$ cat src/rtl/enemy_pkg.sv
// Shared definitions for the patrolling enemy: FSM encoding, packed state-word
// layout and wall-collision bit indices.
package enemy_pkg;

   typedef enum logic [2:0] {
      WALK = 3'd0,
      TURN = 3'd1,
      FALL = 3'd2,
      DEAD = 3'd3
   } enemyFsm_t;

   // Low seven bits of the state word: {fsm[2:0], 2'b0, dir, alive}
   localparam int ALIVE_BIT = 0;
   localparam int DIR_BIT   = 1;
   localparam int FSM_LSB   = 4;
   localparam int SPD_LSB   = 7;

   localparam int WALL_LEFT  = 0;
   localparam int WALL_RIGHT = 1;

   function automatic int stateWidth(input int posW, input int spdW);
      return 2 * posW + spdW + 7;
   endfunction

   function automatic int yLsb(input int spdW);
      return SPD_LSB + spdW;
   endfunction

   function automatic int xLsb(input int posW, input int spdW);
      return SPD_LSB + spdW + posW;
   endfunction

   // Shared pause/respawn counter must hold the larger of the two loads
   function automatic int counterWidth(input int a, input int b);
      int m;
      m = (a > b) ? a : b;
      return (m < 2) ? 1 : $clog2(m + 1);
   endfunction

endpackage

$ cat src/rtl/tile_snap.sv
// Combinational tile alignment: wall-turn snap for x (projected one step
// ahead) and landing snap for y (last pixel of the tile row above).
module tile_snap #(
   parameter int POS_W = 10,
   parameter int SPD_W = 5,
   parameter int TILE  = 32
) (
   input  logic [POS_W-1:0] xPos,
   input  logic [SPD_W-1:0] xDelta,
   input  logic             dir,
   input  logic [POS_W-1:0] yPos,
   output logic [POS_W-1:0] xSnap,
   output logic [POS_W-1:0] ySnap
);

   localparam logic [POS_W-1:0] TILE_MASK = ~POS_W'(TILE - 1);
   localparam logic [POS_W-1:0] TILE_SIZE = POS_W'(TILE);
   localparam logic [POS_W-1:0] ONE       = POS_W'(1);

   logic [POS_W-1:0] xAhead;
   logic [POS_W-1:0] xAheadTile;

   always_comb begin
      xAhead     = dir ? (xPos + POS_W'(xDelta)) : (xPos - POS_W'(xDelta));
      xAheadTile = xAhead & TILE_MASK;
      // Right wall: stop on the last pixel before the tile; left: first pixel after it
      xSnap      = dir ? (xAheadTile - ONE) : (xAheadTile + TILE_SIZE);
   end

   assign ySnap = (yPos & TILE_MASK) - ONE;

endmodule

$ cat src/rtl/patrol_enemy.sv
// Patrolling enemy: walks, turns at walls with a pause, falls under gravity,
// dies on kill or fall-off and respawns from a snapshot after a countdown.
module patrol_enemy
   import enemy_pkg::*;
#(
   parameter int POS_W          = 10,
   parameter int SPD_W          = 5,
   parameter int TILE           = 32,
   parameter int GRAVITY        = 1,
   parameter int MAX_FALL       = 8,
   parameter int TURN_PAUSE     = 4,
   parameter int RESPAWN_CYCLES = 60,
   parameter int Y_LIMIT        = 480,
   parameter int RST_X          = 200,
   parameter int RST_Y          = 150,
   parameter int RST_SPD        = 3,
   parameter int RST_DIR        = 1,
   localparam int STATE_W       = stateWidth(POS_W, SPD_W)
) (
   input  logic               sim_clk,
   input  logic               reset,
   input  logic               spawn,
   input  logic [STATE_W-1:0] init_state,
   input  logic [1:0]         wall_col,
   input  logic               floor_col,
   input  logic               kill_col,
   output logic [STATE_W-1:0] enemy_state,
   output logic               alive
);

   localparam int X_LSB = xLsb(POS_W, SPD_W);
   localparam int Y_LSB = yLsb(SPD_W);
   localparam int CNT_W = counterWidth(TURN_PAUSE, RESPAWN_CYCLES);

   logic [POS_W-1:0] xReg, xNext, yReg, yNext;
   logic [SPD_W-1:0] spdReg, spdNext, vspdReg, vspdNext;
   logic             dirReg, dirNext, aliveReg, aliveNext;
   logic [CNT_W-1:0] cntReg, cntNext;
   enemyFsm_t        fsmReg, fsmNext;

   logic [POS_W-1:0] snapXReg, snapXNext, snapYReg, snapYNext;
   logic [SPD_W-1:0] snapSpdReg, snapSpdNext;
   logic             snapDirReg, snapDirNext;

   logic [POS_W-1:0] xSnap, ySnap;
   logic [SPD_W:0]   vspdSum;
   logic [SPD_W-1:0] vspdFall;
   logic             wallAhead;
   logic             fallOff;
   logic             unusedInit;

   tile_snap #(
      .POS_W (POS_W),
      .SPD_W (SPD_W),
      .TILE  (TILE)
   ) snapUnit (
      .xPos   (xReg),
      .xDelta (spdReg),
      .dir    (dirReg),
      .yPos   (yReg),
      .xSnap  (xSnap),
      .ySnap  (ySnap)
   );

   assign wallAhead  = dirReg ? wall_col[WALL_RIGHT] : wall_col[WALL_LEFT];
   assign fallOff    = (fsmReg != DEAD) && (32'(yReg) >= Y_LIMIT);
   assign unusedInit = ^{init_state[SPD_LSB-1:DIR_BIT+1], init_state[ALIVE_BIT]};

   // Gravity with saturation; computed one bit wider so the clamp sees overflow
   always_comb begin
      vspdSum  = {1'b0, vspdReg} + (SPD_W+1)'(GRAVITY);
      vspdFall = (vspdSum > (SPD_W+1)'(MAX_FALL)) ? SPD_W'(MAX_FALL) : vspdSum[SPD_W-1:0];
   end

   always_ff @(posedge sim_clk or posedge reset) begin
      if (reset) begin
         xReg       <= POS_W'(RST_X);
         yReg       <= POS_W'(RST_Y);
         spdReg     <= SPD_W'(RST_SPD);
         dirReg     <= 1'(RST_DIR);
         aliveReg   <= 1'b1;
         vspdReg    <= '0;
         cntReg     <= '0;
         fsmReg     <= WALK;
         snapXReg   <= POS_W'(RST_X);
         snapYReg   <= POS_W'(RST_Y);
         snapSpdReg <= SPD_W'(RST_SPD);
         snapDirReg <= 1'(RST_DIR);
      end else begin
         xReg       <= xNext;
         yReg       <= yNext;
         spdReg     <= spdNext;
         dirReg     <= dirNext;
         aliveReg   <= aliveNext;
         vspdReg    <= vspdNext;
         cntReg     <= cntNext;
         fsmReg     <= fsmNext;
         snapXReg   <= snapXNext;
         snapYReg   <= snapYNext;
         snapSpdReg <= snapSpdNext;
         snapDirReg <= snapDirNext;
      end
   end

   always_comb begin
      xNext       = xReg;
      yNext       = yReg;
      spdNext     = spdReg;
      dirNext     = dirReg;
      aliveNext   = aliveReg;
      vspdNext    = vspdReg;
      cntNext     = cntReg;
      fsmNext     = fsmReg;
      snapXNext   = snapXReg;
      snapYNext   = snapYReg;
      snapSpdNext = snapSpdReg;
      snapDirNext = snapDirReg;

      if (spawn) begin
         xNext       = init_state[X_LSB +: POS_W];
         yNext       = init_state[Y_LSB +: POS_W];
         spdNext     = init_state[SPD_LSB +: SPD_W];
         dirNext     = init_state[DIR_BIT];
         snapXNext   = init_state[X_LSB +: POS_W];
         snapYNext   = init_state[Y_LSB +: POS_W];
         snapSpdNext = init_state[SPD_LSB +: SPD_W];
         snapDirNext = init_state[DIR_BIT];
         aliveNext   = 1'b1;
         vspdNext    = '0;
         cntNext     = '0;
         fsmNext     = WALK;
      end else if ((fsmReg != DEAD) && (kill_col || fallOff)) begin
         xNext     = '0;
         yNext     = '0;
         spdNext   = '0;
         aliveNext = 1'b0;
         cntNext   = CNT_W'(RESPAWN_CYCLES);
         fsmNext   = DEAD;
      end else begin
         unique case (fsmReg)
            WALK: begin
               if (!floor_col) begin
                  vspdNext = '0;
                  fsmNext  = FALL;
               end else if (wallAhead) begin
                  xNext   = xSnap;
                  dirNext = ~dirReg;
                  if (TURN_PAUSE > 0) begin
                     cntNext = CNT_W'(TURN_PAUSE);
                     fsmNext = TURN;
                  end
               end else begin
                  xNext = dirReg ? (xReg + POS_W'(spdReg)) : (xReg - POS_W'(spdReg));
               end
            end
            TURN: begin
               if (!floor_col) begin
                  vspdNext = '0;
                  cntNext  = '0;
                  fsmNext  = FALL;
               end else if (cntReg <= CNT_W'(1)) begin
                  cntNext = '0;
                  fsmNext = WALK;
               end else begin
                  cntNext = cntReg - CNT_W'(1);
               end
            end
            FALL: begin
               if (!floor_col) begin
                  vspdNext = vspdFall;
                  yNext    = yReg + POS_W'(vspdFall);
               end else begin
                  yNext    = ySnap;
                  vspdNext = '0;
                  fsmNext  = WALK;
               end
            end
            DEAD: begin
               // A zero counter means respawn only through spawn
               if (cntReg != '0) begin
                  cntNext = cntReg - CNT_W'(1);
                  if (cntReg == CNT_W'(1)) begin
                     xNext     = snapXReg;
                     yNext     = snapYReg;
                     spdNext   = snapSpdReg;
                     dirNext   = snapDirReg;
                     aliveNext = 1'b1;
                     vspdNext  = '0;
                     fsmNext   = WALK;
                  end
               end
            end
            default: begin
               fsmNext = WALK;
            end
         endcase
      end
   end

   always_comb begin
      enemy_state                      = '0;
      enemy_state[X_LSB +: POS_W]      = xReg;
      enemy_state[Y_LSB +: POS_W]      = yReg;
      enemy_state[SPD_LSB +: SPD_W]    = spdReg;
      enemy_state[FSM_LSB +: 3]        = fsmReg;
      enemy_state[DIR_BIT]             = dirReg;
      enemy_state[ALIVE_BIT]           = aliveReg;
   end

   assign alive = aliveReg;

endmodule

$ cat config.mk
export PLATFORM = sky130hd
export DESIGN_NAME = patrol_enemy
export DESIGN_NICKNAME = d
export VERILOG_FILES = /design/src/rtl/enemy_pkg.sv /design/src/rtl/tile_snap.sv /design/src/rtl/patrol_enemy.sv
export SDC_FILE = /design/constraint.sdc
export NUM_CORES = 1
export LEC_CHECK = 0
export ABC_AREA = 1
export CAP_MARGIN = 20
export CORE_MARGIN = 5
export CORE_UTILIZATION = 52
export CTS_CLUSTER_SIZE = 14
export DETAILED_ROUTE_END_ITERATION = 10
export PLACE_DENSITY = 0.79
export SLEW_MARGIN = 15
export SYNTH_ARGS = -nofsm -noshare
export SYNTH_HDL_FRONTEND = slang
export SYNTH_SLANG_ARGS = --single-unit
export TNS_END_PERCENT = 1
$ cat constraint.sdc
create_clock -name sim_clk -period 4.3 [get_ports sim_clk]
set_clock_uncertainty 0.15 [all_clocks]
set_input_delay 0.86 -clock sim_clk [delete_from_list [all_inputs] [get_ports sim_clk]]
set_output_delay 0.86 -clock sim_clk [all_outputs]
set_load 0.02 [all_outputs]
# Word level (Yosys, flattened, before mapping)

Index checks and enable logic that the tools add are counted.

Logic and storage cells: 122
Bits of input ports: 39
Register bits after elaboration: 67

Magnitude comparators: 3
Bitwise operators: 1
Reductions and logical operators: 21
Muxes and demuxes: 59
$add $sub $neg: 8
Eq/ne operators: 18

Operator list:

| operator                                                                              | number |
|---|---|
| 10-bit 2-to-1 mux                                                                     | 13 |
| 5-bit 2-to-1 mux                                                                      | 12 |
| 6-bit 2-to-1 mux                                                                      | 7 |
| 10-bit case mux with 2 select lines                                                   | 2 |
| 3-bit 2-to-1 mux                                                                      | 9 |
| 10-bit by 5-bit adder with 10-bit output                                              | 2 |
| 4-bit != test (second input constant)                                                 | 5 |
| 10-bit by 1-bit subtractor with 10-bit output (second input constant)                 | 2 |
| 6-bit case mux with 3 select lines                                                    | 1 |
| 3-bit != test (second input constant)                                                 | 5 |
| 5-bit case mux with 3 select lines                                                    | 1 |
| 1-bit 2-to-1 mux                                                                      | 12 |
| 3-bit case mux with 4 select lines                                                    | 1 |
| 3-bit nonzero test                                                                    | 4 |
| 4-bit nonzero test                                                                    | 3 |
| 10-bit by 6-bit adder with 10-bit output (second input constant)                      | 1 |
| 10-bit by 9-bit greater-or-equal comparator with 1-bit output (second input constant) | 1 |
| 5-bit != test (second input constant)                                                 | 2 |
| 5-bit AND reduction                                                                   | 2 |
| 10-bit by 5-bit subtractor with 10-bit output                                         | 1 |
| 4-bit AND reduction                                                                   | 2 |
| 5-bit by 1-bit adder with 6-bit output (second input constant)                        | 1 |
| 3-bit by 2-bit == test with 1-bit output (second input constant)                      | 2 |
| 6-bit by 1-bit == test with 1-bit output (second input constant)                      | 1 |
| other kinds (16)                                                                      | 18 |

# Depth between registers and ports, before layout

Gate-level depths: netlist of the first run.

Depth in word-level cells: 9
Mapped depth: 23

# Hierarchy

Synthesis of the first run repeated with hierarchy kept, for this count alone.

Cell total of the unflattened synthesis: 774
Area total of the unflattened synthesis: 5,461.5 µm²

Modules (own cells, without submodules):

| module       | cells an instance | times used | area an instance (µm²) | sequential area each (µm²) |
|---|---|---|---|---|
| patrol_enemy | 605               | 1          | 4,553.1                | 1,677.9 |
| tile_snap    | 169               | 1          | 908.4                  | 0.0 |

# Worst setup path after synthesis of the first run

Ideal clock, no wire load.

Kind: reg-to-reg
Start: register spdReg[0]
End: register xReg[9]
Library setup time: 0.077 ns
Stages on the path, launching flop included: 24
Slack: 1.109 ns
Data arrival time: 2.964 ns
Path through: dfstp_2 inv_1 ha_1 nand2_1 nor2_1 ha_1 nand2_1 o21ai_0 ha_1 nand2_1 inv_1 nand3_1 nand2_1 nand2_1 nand2_1 ha_1 o21ai_0 nor2_1 inv_1 a21oi_1 nand3_1 nand3_1 nand2_1 a21oi_1

Cells in the longest elaborated chain, start to end: 9
Elaborated cells between the ends (all ways): 11
Classes of those cells: add/sub: 4; mux: 7

RTL lines:

| element                                                                                                          | RTL line                             | RTL |
|---|---|---|
| start: declaration                                                                                               | patrol_enemy.sv:36                   | `logic [SPD_W-1:0] spdReg, spdNext, vspdReg, vspdNext;` |
| start signal: assignment                                                                                         | patrol_enemy.sv:79                   | `spdReg <= SPD_W'(RST_SPD);` |
| start signal: assignment                                                                                         | patrol_enemy.sv:92                   | `spdReg <= spdNext;` |
| 10-bit by 5-bit subtractor with 10-bit output / 10-bit by 5-bit adder with 10-bit output (equally long branches) | tile_snap.sv:24, patrol_enemy.sv:153 |  |
| 10-bit 2-to-1 mux *                                                                                              | tile_snap.sv:24, patrol_enemy.sv:153 |  |
| 10-bit by 6-bit adder with 10-bit output / 10-bit by 1-bit subtractor with 10-bit output (equally long branches) | tile_snap.sv:27                      | `xSnap = dir ? (xAheadTile - ONE) : (xAheadTile + TILE_SIZE);` |
| 10-bit 2-to-1 mux                                                                                                | tile_snap.sv:27                      |  |
| 10-bit 2-to-1 mux *                                                                                              | patrol_enemy.sv:145                  | `end else if (wallAhead) begin` |
| 10-bit 2-to-1 mux *                                                                                              | patrol_enemy.sv:142                  | `if (!floor_col) begin` |
| 10-bit case mux with 2 select lines *                                                                            | patrol_enemy.sv:140                  | `unique case (fsmReg)` |
| 10-bit 2-to-1 mux *                                                                                              | patrol_enemy.sv:132                  | `end else if ((fsmReg != DEAD) && (kill_col \|\| fallOff)) begin` |
| 10-bit 2-to-1 mux *                                                                                              | patrol_enemy.sv:119                  | `if (spawn) begin` |
| end signal: assignment                                                                                           | patrol_enemy.sv:77                   | `xReg <= POS_W'(RST_X);` |
| end signal: assignment                                                                                           | patrol_enemy.sv:90                   | `xReg <= xNext;` |
| end: declaration                                                                                                 | patrol_enemy.sv:35                   | `logic [POS_W-1:0] xReg, xNext, yReg, yNext;` |

Mark *: on every way between the ends. The rest lies on a longest branch, timed or not. The select of a mux whose other input is x is not followed.
A chain may end at the register's enable or synchronous reset.

# Worst setup path in the final report of the first run

Same ends and word-level chain as after synthesis.

==> out/qor.yml, run 1 <==
clocking:
  htreeDepth: 3
  cts.sinks: 66
  clock_latency_ns: 0.35
  cts_made_buffers: 9
  ctsHoldBuffers: 0
  cts_tree: "done"
  clkSlewWorstSetupHoldPaths_ns: 0.08
  cts_buffer_depth: 2
  ctsResizeCount: 0
  post-cts-setup-buffers: 0
  cts-root-buf: "clkbuf_8"
run_status:
  status: "completed"
timing:
  worst_pin_slew_ns: 0.636
  hold_ws_ns: 0.315
  fin_crit_ns: 3.49
  hold_viol_final: 0
  max_slew_margin: 0.576
  fin_setup_tns_ns: 0
  rsz0062_at_grt: "false"
  drv_slew: 0
  timing.fmax_mhz: 286
  fin_crit_sh: 0.813
  setup_violations: 0
synthesis:
  synth_compound_area_frac: 0.148
  synthAdderAreaFrac: 0.0861
  yosysMostFrequentCell: "nand2_1"
  synth_commonest_cells: "191 x nand2_1, 83 x inv_1, 53 x nor2_1, 48 x nand3_1, 48 x o21ai_0"
  yosys_warnings: 0
  synth_top_area_cell: "dfrtp_1"
  ys_seq_elements: 66
  synthTopCellsByArea: "dfrtp_1 24%, nand2_1 15%, dfstp_2 12%, ha_1 7.8%, inv_1 6.7%"
  synthMuxAreaShare: 0
  async_flop_share: 1.00
  yosys.area_share.simple: 0.281
  synth.avg_cell_area_um2: 7.09
  ys_seq_area_frac: 0.359
  synthXorXnorAreaFrac: 0.0281
  synth_cell_types: 41
  synth_edf_count: 0
  syn-cell-area_um2: 4680
  synth_top_family_by_area: "simple AND/OR/NAND/NOR gates"
  synthFlopType: "dfrtp_1"
  yosys.area.top_type_share: 0.241
  synth_cells: 660
layout:
  nFillCells: 777
  nets: 789
  drive_gt1_frac: 0.0843
  utilization: 0.637
  diodes: 0
  syn_to_final_growth_pct: 19.4
critical_path:
  ff2ff_path_depth: 23
  cp_max_fo: 4
  cp_slowest_stage_delay_ns: 0.58
  cp.required_ns: 4.42
  reg2reg_to: "xReg[9]$_DFFE_PP0P_"
  endpoint_kind: "register"
  r2r_slack_ns: 0.81
  endpoint: "xReg[9]$_DFFE_PP0P_"
  startpoint: "spdReg[0]$_DFFE_PP1P_"
  cpMostUsedCell: "nand2_1"
  r2r_start: "spdReg[0]$_DFFE_PP1P_"
  start_kind: "register"
  crit_path_top_delay_cell: "dfstp_2"
  crit_chain: "inv_1, ha_1, nand2_1, nor2_1, ha_1, nand2_1, o21ai_0, ha_1, nand2_1, inv_1, nand3_1, nand2_1, nand2_1, nand2_1, ha_1, o21ai_0, nor2_1, inv_1, a21oi_1, nand3_1, nand3_1, nand2_1, a21oi_1"
  arrival_ns: 3.61
  crit_type: "register to register"
floorplanning:
  dieWidth_um: 105
  die_h_um: 105
  io_pins: 72
  initial_core_util: 0.534
  rows: 34
  fp.dieArea_um2: 11000
  core_region_area_um2: 8760
detailed_routing:
  viasPerCell: 5.46
  route.met2.wl_um: 5750
  drt_pass1_iterations: 5
  wl_um: 12200
  drc: 0
  wl_met1_um: 5420
  drtIter0Drc: 322
  vias: 4540
  top_layer_used: "met4"
  wl_per_cell_um: 14.6
  wl_met3_um: 802
  drtAntennaViolNets: 0
job:
  cap_violations: 0
global_route:
  grtUsageTotal: 0.223
  grt_pass1_wl_um: 20500
  grt_max_degree: 49
  antenna_found_initial: 0
  grt_overflow: 0
  grt_pass1_vias: 4311
placement:
  place.gp.congestion: 0.912
  port_buffers: 62
  dpl.hpwl_um: 9070
power:
  power_leakage_nw: 2.79
  ir_worst_vdd_uv: 424
  power.density_cell_area_nw_per_um2: 821
hold_path:
  hold_class: "register to register"
  worstHoldStart: "snapYReg[1]$_DFFE_PP1P_"
-- cell usage in the layout, fill, tap and decap left out, types with 12 or more instances in the layout --
cell type        count
o21ai_0             48
a21oi_1             39
nor2_1              53
a31oi_1             12
nand3_1             48
nand2_1            191
clkdlybuf4s50_1     62
dfstp_2             21
ha_1                29
inv_1               82
dfrtp_1             45
-- sequential cells by signal (all words and copies together) (netlist names) --
name and cells:
alive 1, cntReg 6, dirReg 1, fsmReg 2, snapDirReg 1, snapSpdReg 5
snapXReg 10, snapYReg 10, spdReg 5, vspdReg 5, xReg 10, yReg 10
-- report_power, final --
group	leakage [nW]	switching, mW	total (mW)	internal (mW)
clock	0.112	0.259	0.602	0.343
combinational	1.90	1.84	2.94	1.10
sequential	0.784	0.202	1.05	0.844
-- critical path, delay by kind of cell (launching register included) --
kind	cells	cell delay, ns
compound gates	4	0.41
buf+inv	3	0.20
simple gates	12	1.10
flops	1	0.58
fa+ha+maj	4	0.98
-- metal layers --
metal | up-vias | track usage
li1 | 2259 | -
met1 | 2102 | 0.294
met2 | 158 | 0.372
met3 | 21 | 0.0524
met4 | 0 | 0.0557
met5 | - | 0
-- kinds of logic (layout without fill, tap and decap cells) --
| logic type | after synthesis | in the layout |
|---|---|---|
| XOR/XNOR | 15 | 15 |
| flip-flops | 66 | 66 |
| AO/OA/AOI/OAI | 123 | 123 |
| buffers and inverters | 109 | 170 |
| AND/OR/NAND/NOR | 315 | 315 |
| other | 1 | 4 |
| adder cells (fa/ha/maj) | 31 | 31 |
-- how the worst min path moves through the flow --
stage	endpoint	slack, ns	cells past startpoint
after detailed placement	snapYReg[1]$_DFFE_PP1P_	0.30	2
after floorplan	snapXReg[0]$_DFFE_PP0P_	0.29	2
after global placement	snapXReg[4]$_DFFE_PP0P_	0.30	2
final	snapYReg[1]$_DFFE_PP1P_	0.32	2
after global routing	snapYReg[1]$_DFFE_PP1P_	0.34	2
after CTS	snapYReg[1]$_DFFE_PP1P_	0.31	2
-- final cells by class --
cell class,count,area (µm²),share of cell area
clock buffers,10,138,0.0246
clock inverters,6,90.1,0.0161
inverters,86,325,0.0583
multi-input cells,488,2550,0.457
flip-flops and latches,66,1680,0.300
well taps,108,135,0.0242
repair buffers,68,666,0.119
-- stage by stage --
step	power, mW	setup WS, ns	cells	area (µm²)
floorplan	3.16	1.11	663	4690
global placement	3.88	0.821	816	5360
detailed placement	3.96	0.776	816	5360
CTS	4.58	0.805	832	5580
global route	5.03	0.382	832	5580
finish	4.58	0.805	832	5580
Note: power is estimated with default switching activity, not from simulation.
==> run 2: changes to the inputs <==
Settings changed: CORE_UTILIZATION 52 to 50, PLACE_DENSITY 0.79 to 0.8.
Clock period 4.3 ns to 3.2 ns, I/O delays scaled along.
==> run 2 against run 1 <==
First-iteration DRC count fell by 19%. Critical path type unchanged. Final cell count rose by 3.5%. Count of clock-buffer cells in the layout did not move. Design area rose by 8.4%. Worst setup slack got worse by 0.72 ns. Via count rose by 4.2%. Fmax rose by 12%. Sequential cell count did not move. Highest routed layer unchanged.
==> out/qor.yml, run 2 (synthesis gave the netlist of run 1 again) <==
layout:
  final_common_cell: "nand2_1"
  nets: 815  # +3.3%
  finalNonFillerCells: 861  # +3.5%
  final_cell_area_um2: 6060  # +8.4%
  diodes: 0  # unchanged
  nFillCells: 728  # -6.3%
  syn_to_final_growth_pct: 29.5
  drive_gt1_frac: 0.181  # +0.0971
  utilization: 0.659  # +0.0213
  mostFrequentLayoutCells: "176 x nand2_1, 77 x inv_1, 62 x clkdlybuf4s50_1, 48 x nor2_1, 45 x dfrtp_1"
clocking:
  cts_tree: "done"
  cts_made_buffers: 9  # unchanged
  cts.sinks: 66  # unchanged
  htreeDepth: 3  # unchanged
  clock_latency_ns: 0.35  # about the same
  cts-root-buf: "clkbuf_8"
  clkSlewWorstSetupHoldPaths_ns: 0.08  # about the same
  cts_buffer_depth: 2  # unchanged
floorplanning:
  initial_core_util: 0.509  # -0.0251
  fp.dieArea_um2: 11400  # +3.6%
  io_pins: 72  # unchanged
  dieWidth_um: 107  # +1.8%
  rows: 35  # +2.9%
  core_region_area_um2: 9200  # +4.9%
  die_h_um: 107  # +1.8%
detailed_routing:
  drtAntennaViolNets: 0  # unchanged
  viasPerCell: 5.49  # +0.70%
  drt_pass1_iterations: 5  # unchanged
  drc: 0  # unchanged
  vias: 4731  # +4.2%
  wl_per_cell_um: 15.3  # +4.4%
  wl_um: 13100  # +8.0%
  drtIter0Drc: 262  # -19%
power:
  internal_power_mw: 3.74  # +64%
  ir_worst_vdd_uv: 597  # +41%
  power_frac_seq: 0.187  # -0.041
  pwr-share-comb: 0.693  # +0.052
  clkPwrFrac: 0.120  # -0.011
  power.density_cell_area_nw_per_um2: 1230  # +50%
  swShare: 0.497  # -0.00450
  switchingPower_mw: 3.70  # +61%
  power_leakage_nw: 2.99  # +7.0%
timing:
  hold_ws_ns: 0.320  # +0.00456 ns
  timing.fmax_mhz: 321  # +12%
  fin_ws_ns: 0.0884  # -0.717 ns
  rsz0062_at_grt: "true"
  fin_crit_sh: 0.972  # +0.160
  worst_pin_slew_ns: 0.601  # -0.0347 ns
  drv_slew: 0  # unchanged
  setup_violations: 0  # unchanged
  max_slew_margin: 0.599  # +0.0227
  hold_viol_final: 0  # unchanged
  fin_crit_ns: 3.11  # -0.383 ns
placement:
  port_buffers: 62  # unchanged
  preCtsSetupSlack_ns: -0.156  # -0.933 ns
  placed_cells: 840  # +2.9%
  place.gp.congestion: 0.887  # -2.8%
  dpl.hpwl_um: 9290  # +2.5%
  placed_cell_area_um2: 5520  # +3.0%
run_status:
  status: "completed"
job:
  cap_violations: 0  # unchanged
critical_path:
  arrival_ns: 3.20  # -0.41 ns
  start_kind: "register"
  cpMostUsedCell: "nand2_1"
  endpoint_kind: "register"
  crit_type: "register to register"
  cp_max_fo: 4  # unchanged
  crit_path_top_delay_cell: "dfstp_2"
  crit_chain: "inv_2, ha_4, nand2_2, nor2_1, ha_1, nand2_1, o21ai_2, ha_4, nand2_4, nor2_2, nand2_1, nand3_2, nand2_1, nand2_2, ha_4, nor2_4, nor2_4, buf_4, nand3_2, nand2_1, nand3_1, nand2_1, a21oi_2"
  cp.required_ns: 3.29  # -1.13 ns
  cp_slowest_stage_delay_ns: 0.54  # -0.04 ns
hold_path:
  hold_class: "register to register"
global_route:
  grtUsageTotal: 0.227  # +0.00340
  antenna_found_initial: 0  # unchanged
  grt_max_degree: 31  # -37%
  grt_overflow: 0  # unchanged
  grt_pass1_wl_um: 21100  # +3.3%
  grt_pass1_vias: 4535  # +5.2%
[run 2: changes by cell type in the layout (fill, tap and decap cells not counted), moves of 6 or more]
| cell | delta |
|---|---|
| nand2_2 | +11 |
| buf_4 | +25 |
| nand3_1 | -7 |
| a21oi_2 | +6 |
| nand2_1 | -15 |
| a21oi_1 | -6 |
[run 2: through the flow]
stage	TNS [ns]	total power [mW]
final	0	7.44
after global routing	-0.269	8.00
after CTS	-0.0525	6.69
after detailed placement	-0.431	5.64
after global placement	-0.0332	5.52
after floorplan	0	4.25
[run 2: power groups by stage]
stage                     sequential, mW  combinational [mW]  clock (mW)
after floorplan                     1.53                2.72           0
after global placement              1.39                4.14           0
after detailed placement            1.40                4.24           0
after CTS                           1.38                4.41       0.894
after global routing                1.43                5.64       0.932
final                               1.39                5.16       0.891
[run 2: cell type report]
class / instances / area, µm² / area share
Clock inverter: 6 / 113 / 0.0186
Clock buffer: 10 / 138 / 0.0227
Tap cell: 111 / 139 / 0.0229
Multi-Input combinational cell: 488 / 2800 / 0.462
Sequential cell: 66 / 1680 / 0.277
Timing Repair Buffer: 94 / 865 / 0.143
Inverter: 86 / 325 / 0.0537
[run 2: critical path: cells and delay by family (launching register included)]
family / cells / cell delay [ns]
AOI/OAI and AO/OA: 2 / 0.12
and+or+nand+nor: 15 / 1.11
buffers and inverters: 2 / 0.17
DFF: 1 / 0.54
adders and majority gates: 4 / 0.88
[run 2: per-layer routing]
| layer | GRT usage | vias up | wire length [µm] |
|---|---|---|---|
| met5 | 0 | - | 0 |
| met3 | 0.0337 | 28 | 792 |
| met1 | 0.297 | 2209 | 5660 |
| li1 | - | 2315 | - |
| met4 | 0.0785 | 0 | 336 |
| met2 | 0.384 | 179 | 6350 |
[run 2: path summary, 6_finish.rpt]
check / startpoint / to / slack (ns) / depth (start not counted)
max: spdReg[0]$_DFFE_PP1P_ / xReg[9]$_DFFE_PP0P_ / 0.09 / 23
min: snapYReg[1]$_DFFE_PP1P_ / snapYReg[1]$_DFFE_PP1P_ / 0.32 / 2
max reg2reg: spdReg[0]$_DFFE_PP1P_ / xReg[9]$_DFFE_PP0P_ / 0.09 / 23
min reg2reg: snapYReg[1]$_DFFE_PP1P_ / snapYReg[1]$_DFFE_PP1P_ / 0.32 / 2
max in group asynchronous: reset / snapXReg[3]$_DFFE_PP1P_ / 1.71 / 3
min in group asynchronous: reset / snapYReg[8]$_DFFE_PP0P_ / 0.45 / 2
[run 2: repair_timing]
item,CTS,global route
buffers inserted,3,3
gates cloned,0,0
hold buffers,0,0
gates resized for setup,17,52
pin swaps,13,34
setup endpoints to repair,5,10
